`src/rtl/struct_array_fill.sv`:
```
// struct_array_fill: sequential filler for an N-entry packed struct array.
// Starting from IDLE, an accepted start latches the pattern mode and seed and
// clears every valid bit. The block then writes one entry per clock with an
// index-derived pattern. A pulse on done marks the end of the pass. clear
// zeroes the whole array and aborts any pass in progress.
module struct_array_fill #(
  parameter int N = 4,
  parameter int W = 1
) (
  input  logic               clk,
  input  logic               rst_n,
  input  logic               start,
  input  logic               clear,
  input  logic [1:0]         mode,
  input  logic [W-1:0]       seed,
  output logic [N*(W+1)-1:0] a_out,
  output logic               busy,
  output logic               done
);

  localparam int IW = (N > 1) ? $clog2(N) : 1;
  localparam logic [IW-1:0] LAST = IW'(N - 1);

  typedef enum logic {IDLE, FILL} state_t;

  typedef struct packed {
    logic         valid;
    logic [W-1:0] data;
  } entry_t;

  entry_t [N-1:0] arr;
  state_t         state;
  logic [IW-1:0]  idx;
  logic [1:0]     mode_q;
  logic [W-1:0]   seed_q;

  assign a_out = arr;

  // Index-derived payload. The index is resized to W before any arithmetic,
  // so mode 3 inverts at payload width and does not invert at index width.
  function automatic logic [W-1:0] pattern(input logic [1:0]    md,
                                           input logic [W-1:0]  sd,
                                           input logic [IW-1:0] i);
    logic [W-1:0] iw;
    iw = W'(i);
    case (md)
      2'd0:    pattern = W'(i[0]);
      2'd1:    pattern = iw;
      2'd2:    pattern = sd + iw;
      default: pattern = ~iw;
    endcase
  endfunction

  // Control FSM and array storage. clear takes priority over everything except reset.
  always_ff @(posedge clk or negedge rst_n) begin
    if (!rst_n) begin
      arr    <= '0;
      state  <= IDLE;
      idx    <= '0;
      busy   <= 1'b0;
      done   <= 1'b0;
      mode_q <= '0;
      seed_q <= '0;
    end else if (clear) begin
      arr   <= '0;
      state <= IDLE;
      idx   <= '0;
      busy  <= 1'b0;
      done  <= 1'b0;
    end else begin
      case (state)
        IDLE: begin
          done <= 1'b0;
          if (start) begin
            mode_q <= mode;
            seed_q <= seed;
            idx    <= '0;
            for (int unsigned j = 0; j < N; j++) begin
              arr[j].valid <= 1'b0;
            end
            state <= FILL;
            busy  <= 1'b1;
          end
        end
        FILL: begin
          arr[idx] <= '{valid: 1'b1, data: pattern(mode_q, seed_q, idx)};
          if (idx == LAST) begin
            state <= IDLE;
            busy  <= 1'b0;
            done  <= 1'b1;
            idx   <= '0;
          end else begin
            idx <= idx + IW'(1);
          end
        end
        default: state <= IDLE;
      endcase
    end
  end

endmodule

```
`config.mk`:
```
export PLATFORM = sky130hd
export DESIGN_NAME = struct_array_fill
export DESIGN_NICKNAME = d
export VERILOG_FILES = /design/src/rtl/struct_array_fill.sv
export SDC_FILE = /design/constraint.sdc
export NUM_CORES = 1
export LEC_CHECK = 0
export BUFFER_PORTS_ARGS = -buffer_cell sky130_fd_sc_hd__buf_4
export CAP_MARGIN = 20
export CELL_PAD_IN_SITES_DETAIL_PLACEMENT = 1
export CELL_PAD_IN_SITES_GLOBAL_PLACEMENT = 1
export CORE_ASPECT_RATIO = 1.1
export CORE_UTILIZATION = 42
export CTS_CLUSTER_DIAMETER = 60
export DETAILED_ROUTE_END_ITERATION = 16
export MAX_ROUTING_LAYER = met4
export PLACE_DENSITY = 0.81
export SYNTH_ARGS = -nofsm -noshare
export SYNTH_HDL_FRONTEND = slang
export SYNTH_SLANG_ARGS = --single-unit
export TNS_END_PERCENT = 30
```
`constraint.sdc`:
```
create_clock -name clk -period 2.4 [get_ports clk]
set_clock_uncertainty 0.1 [all_clocks]
set_input_delay 0.24 -clock clk [delete_from_list [all_inputs] [get_ports clk]]
set_output_delay 0.24 -clock clk [all_outputs]
set_load 0.02 [all_outputs]
```
==> flow_summary.ini <==
[placement]
io_buffer_count = 16
gp_congestion = 0.745
dp_hpwl_mm = 1.11

[setup_path]
r2r_slack_ps = 890
crit_path_max_incr_delay_ps = 570
cp-start-kind = register
crit_fanout = 18
r2r_start = state
crit_type = reg -> reg
crit_path_top_delay_cell = dfrtp_1
crit_family = flip-flops
crit_path_cell_trace = nand2b_4, nor2_4, mux2_4
path_buf_inv = 0
cp-end-kind = register
critPathArrivalTime_ps = 1580
reg2reg_depth = 3
worstReg2RegEnd = seed_q
crit_required_ps = 2470

[grt]
antenna_found_initial = 0
grt_usage_pct = 18.7
grt_overflow = 0
grt_max_degree = 19
grt_pass1_wl_mm = 2.54
grt_pass1_vias = 561

[timing]
setup_viol = 0
finalHoldViolations = 0
drv_slew = 0
rsz0062_at_grt = false
worstMarginPinSlew_ps = 489
setup_tns_ps = 0
max_freq_mhz = 662
finalCritPeriodShare_pct = 63.0
slew_headroom_pct = 67.4
fin_crit_ps = 1510

[clock_network]
root_buffer = clkbuf_4
cts_made_buffers = 3
insertion_delay_ps = 280
cts_sinks = 16
path_clk_slew_ps = 90
cts_setup_buffers = 0
cts_tree = done
cts_max_level = 1
clk_path_buf_depth = 2

[layout]
multi_input_area_um2 = 310
area_growth_syn_to_layout_pct = 20.6
drive_gt1_share_pct = 31.6
antennaDiodeCount = 0
num-nets-final = 92
fill_cells = 173
seqCellArea_um2 = 400

[drt]
drt-initial-drc-count = 1
ant_nets = 0
first_pass_iters = 4
num_vias = 529
via_per_inst = 5.51
wl_per_cell_um = 15.2
drc = 0
routed_wl_mm = 1.46

[min_path]
hold_depth = 2
hp-start = mode[0]
min_path_type = in -> reg
hold_end = mode_q[0]

[floorplan]
core_area_um2 = 1610
fp.dieH_um = 46.0
dieArea_um2 = 1930
die_w_um = 42.0
rows = 15
top_level_ports = 17
start_util_pct = 45.8

[synthesis]
synth_top_family_by_area = compound AO/OA/AOI/OAI gates
yosysSeqAreaShare_pct = 54.1
ys_types = 19
syn_inst = 62
synth_compound_area_share_pct = 15.9
ys_warn_count = 0
synth-xor-area-share_pct = 1.18
synthSimpleGateAreaFrac_pct = 12.0
netlist.area_leader.share_pct = 54.1
yosysTopAreaCell = dfrtp_1
netlist_area_um2 = 739
synth-seq-cells = 16
avgSynthCellArea_um2 = 11.9
synthMuxAreaShare_pct = 6.09
synthesis.nets = 73
synth.area.top_cells = dfrtp_1 54%, ha_1 6.8%, a21oi_1 6.1%, mux2_4 6.1%, a311oi_1 4.7%
synth_fa_ha_area_share_pct = 6.77

[power_and_ir_drop]
pwr-share-clk_pct = 25.2
p_leak_nw = 0.415
power_density_nw_per_um2 = 604
intPower_mw = 0.394
combPwrFrac_pct = 17.6
p_sw_mw = 0.145
total_power_mw = 0.539
irDropWorstVdd_mv = 0.368
swShare_pct = 26.9
p_seq_share_pct = 57.2

[status]
outcome = finished clean

[flow_run]
cap_viol_max_count = 0
logic make-up after synthesis:
group	count (synthesis)
AOI/OAI and AO/OA	18
xor gates and xnor gates	1
adders and majority gates	4
buffers and inverters	5
DFF	16
muxes	3
and+or+nand+nor	15
power by group through the flow:
stage               combinational [mW]  sequential (mW)  clock, mW
CTS                             0.0973            0.309      0.141
detailed placement              0.0954            0.314          0
global placement                0.0922            0.312          0
finish                          0.0950            0.308      0.136
global route                     0.107            0.313      0.150
floorplan                       0.0621            0.312          0
metal layers:
metal / global-route usage (%) / up-vias / share of wire (%)
met5: - / - / 0
met1: 22.3 / 257 / 46
met4: 9.68 / 0 / 2.0
met2: 31.6 / 14 / 48
li1: - / 253 / -
met3: 2.38 / 5 / 3.9
placed cells by master (no fill, tap or decap), drive strengths merged:
cell type,synthesis,routed
dfrtp,16,16
buf,3,16
a21oi,9,9
nor2,6,6
a311oi,4,4
ha,4,4
nand2b,4,4
nand2,3,3
mux2,3,3
clkbuf,0,3
inv,2,2
nor3b,2,2
a22oi,2,2
o21ai,2,2
xnor2,1,1
o22a,1,1
dlygate4sd3,0,1
worst max path at each step:
stage / start / to / slack (ps) / cells past startpoint
4_1_cts: state / seed_q / 880 / 3
5_1_grt: state / seed_q / 790 / 3
3_5_place_dp: state / seed_q / 910 / 3
2_1_floorplan: state / mode_q[0] / 1110 / 4
3_3_place_gp: state / seed_q / 950 / 3
6_report: state / seed_q / 890 / 3
final cells by class:
cell class | count | area share (%)
inverter | 2 | 0.842
sequential | 16 | 44.9
timing repair buffer | 17 | 14.6
clock buffer | 3 | 2.52
tap | 17 | 2.38
multi-input combinational | 41 | 34.8
Yosys cell counts:
library cell,n
nand2b_4,1
ha_1,4
dfrtp_1,16
buf_6,1
o21ai_0,1
nor2_1,5
nor2_4,1
nand2b_1,3
nor3b_1,2
o21ai_2,1
buf_2,2
inv_1,2
xnor2_1,1
a22oi_1,2
mux2_4,3
o22a_1,1
a311oi_1,4
a21oi_1,9
nand2_1,3
sequential cells by signal, indices dropped and copies added (netlist names):
name,flops
state,1
a_out,8
idx,2
seed_q,1
mode_q,2
done,1
busy,1
through the flow:
stage	worst slack (ps)	std cells	utilization (%)	instance area, um^2	hold WS, ps
3_5_place_dp	907	92	53.3	860	9.43
6_report	889	96	55.3	892	87.3
3_3_place_gp	951	92	53.3	860	7.42
4_1_cts	885	96	55.3	892	81.8
5_1_grt	789	96	55.3	892	79.7
2_1_floorplan	1110	62	-	739	-156
timing repair:
item	in CTS	in global routing
endpoints found under the hold margin	16	0
gates resized for setup	0	0
hold buffers	1	0
Note: power is estimated with default switching activity, not from simulation.
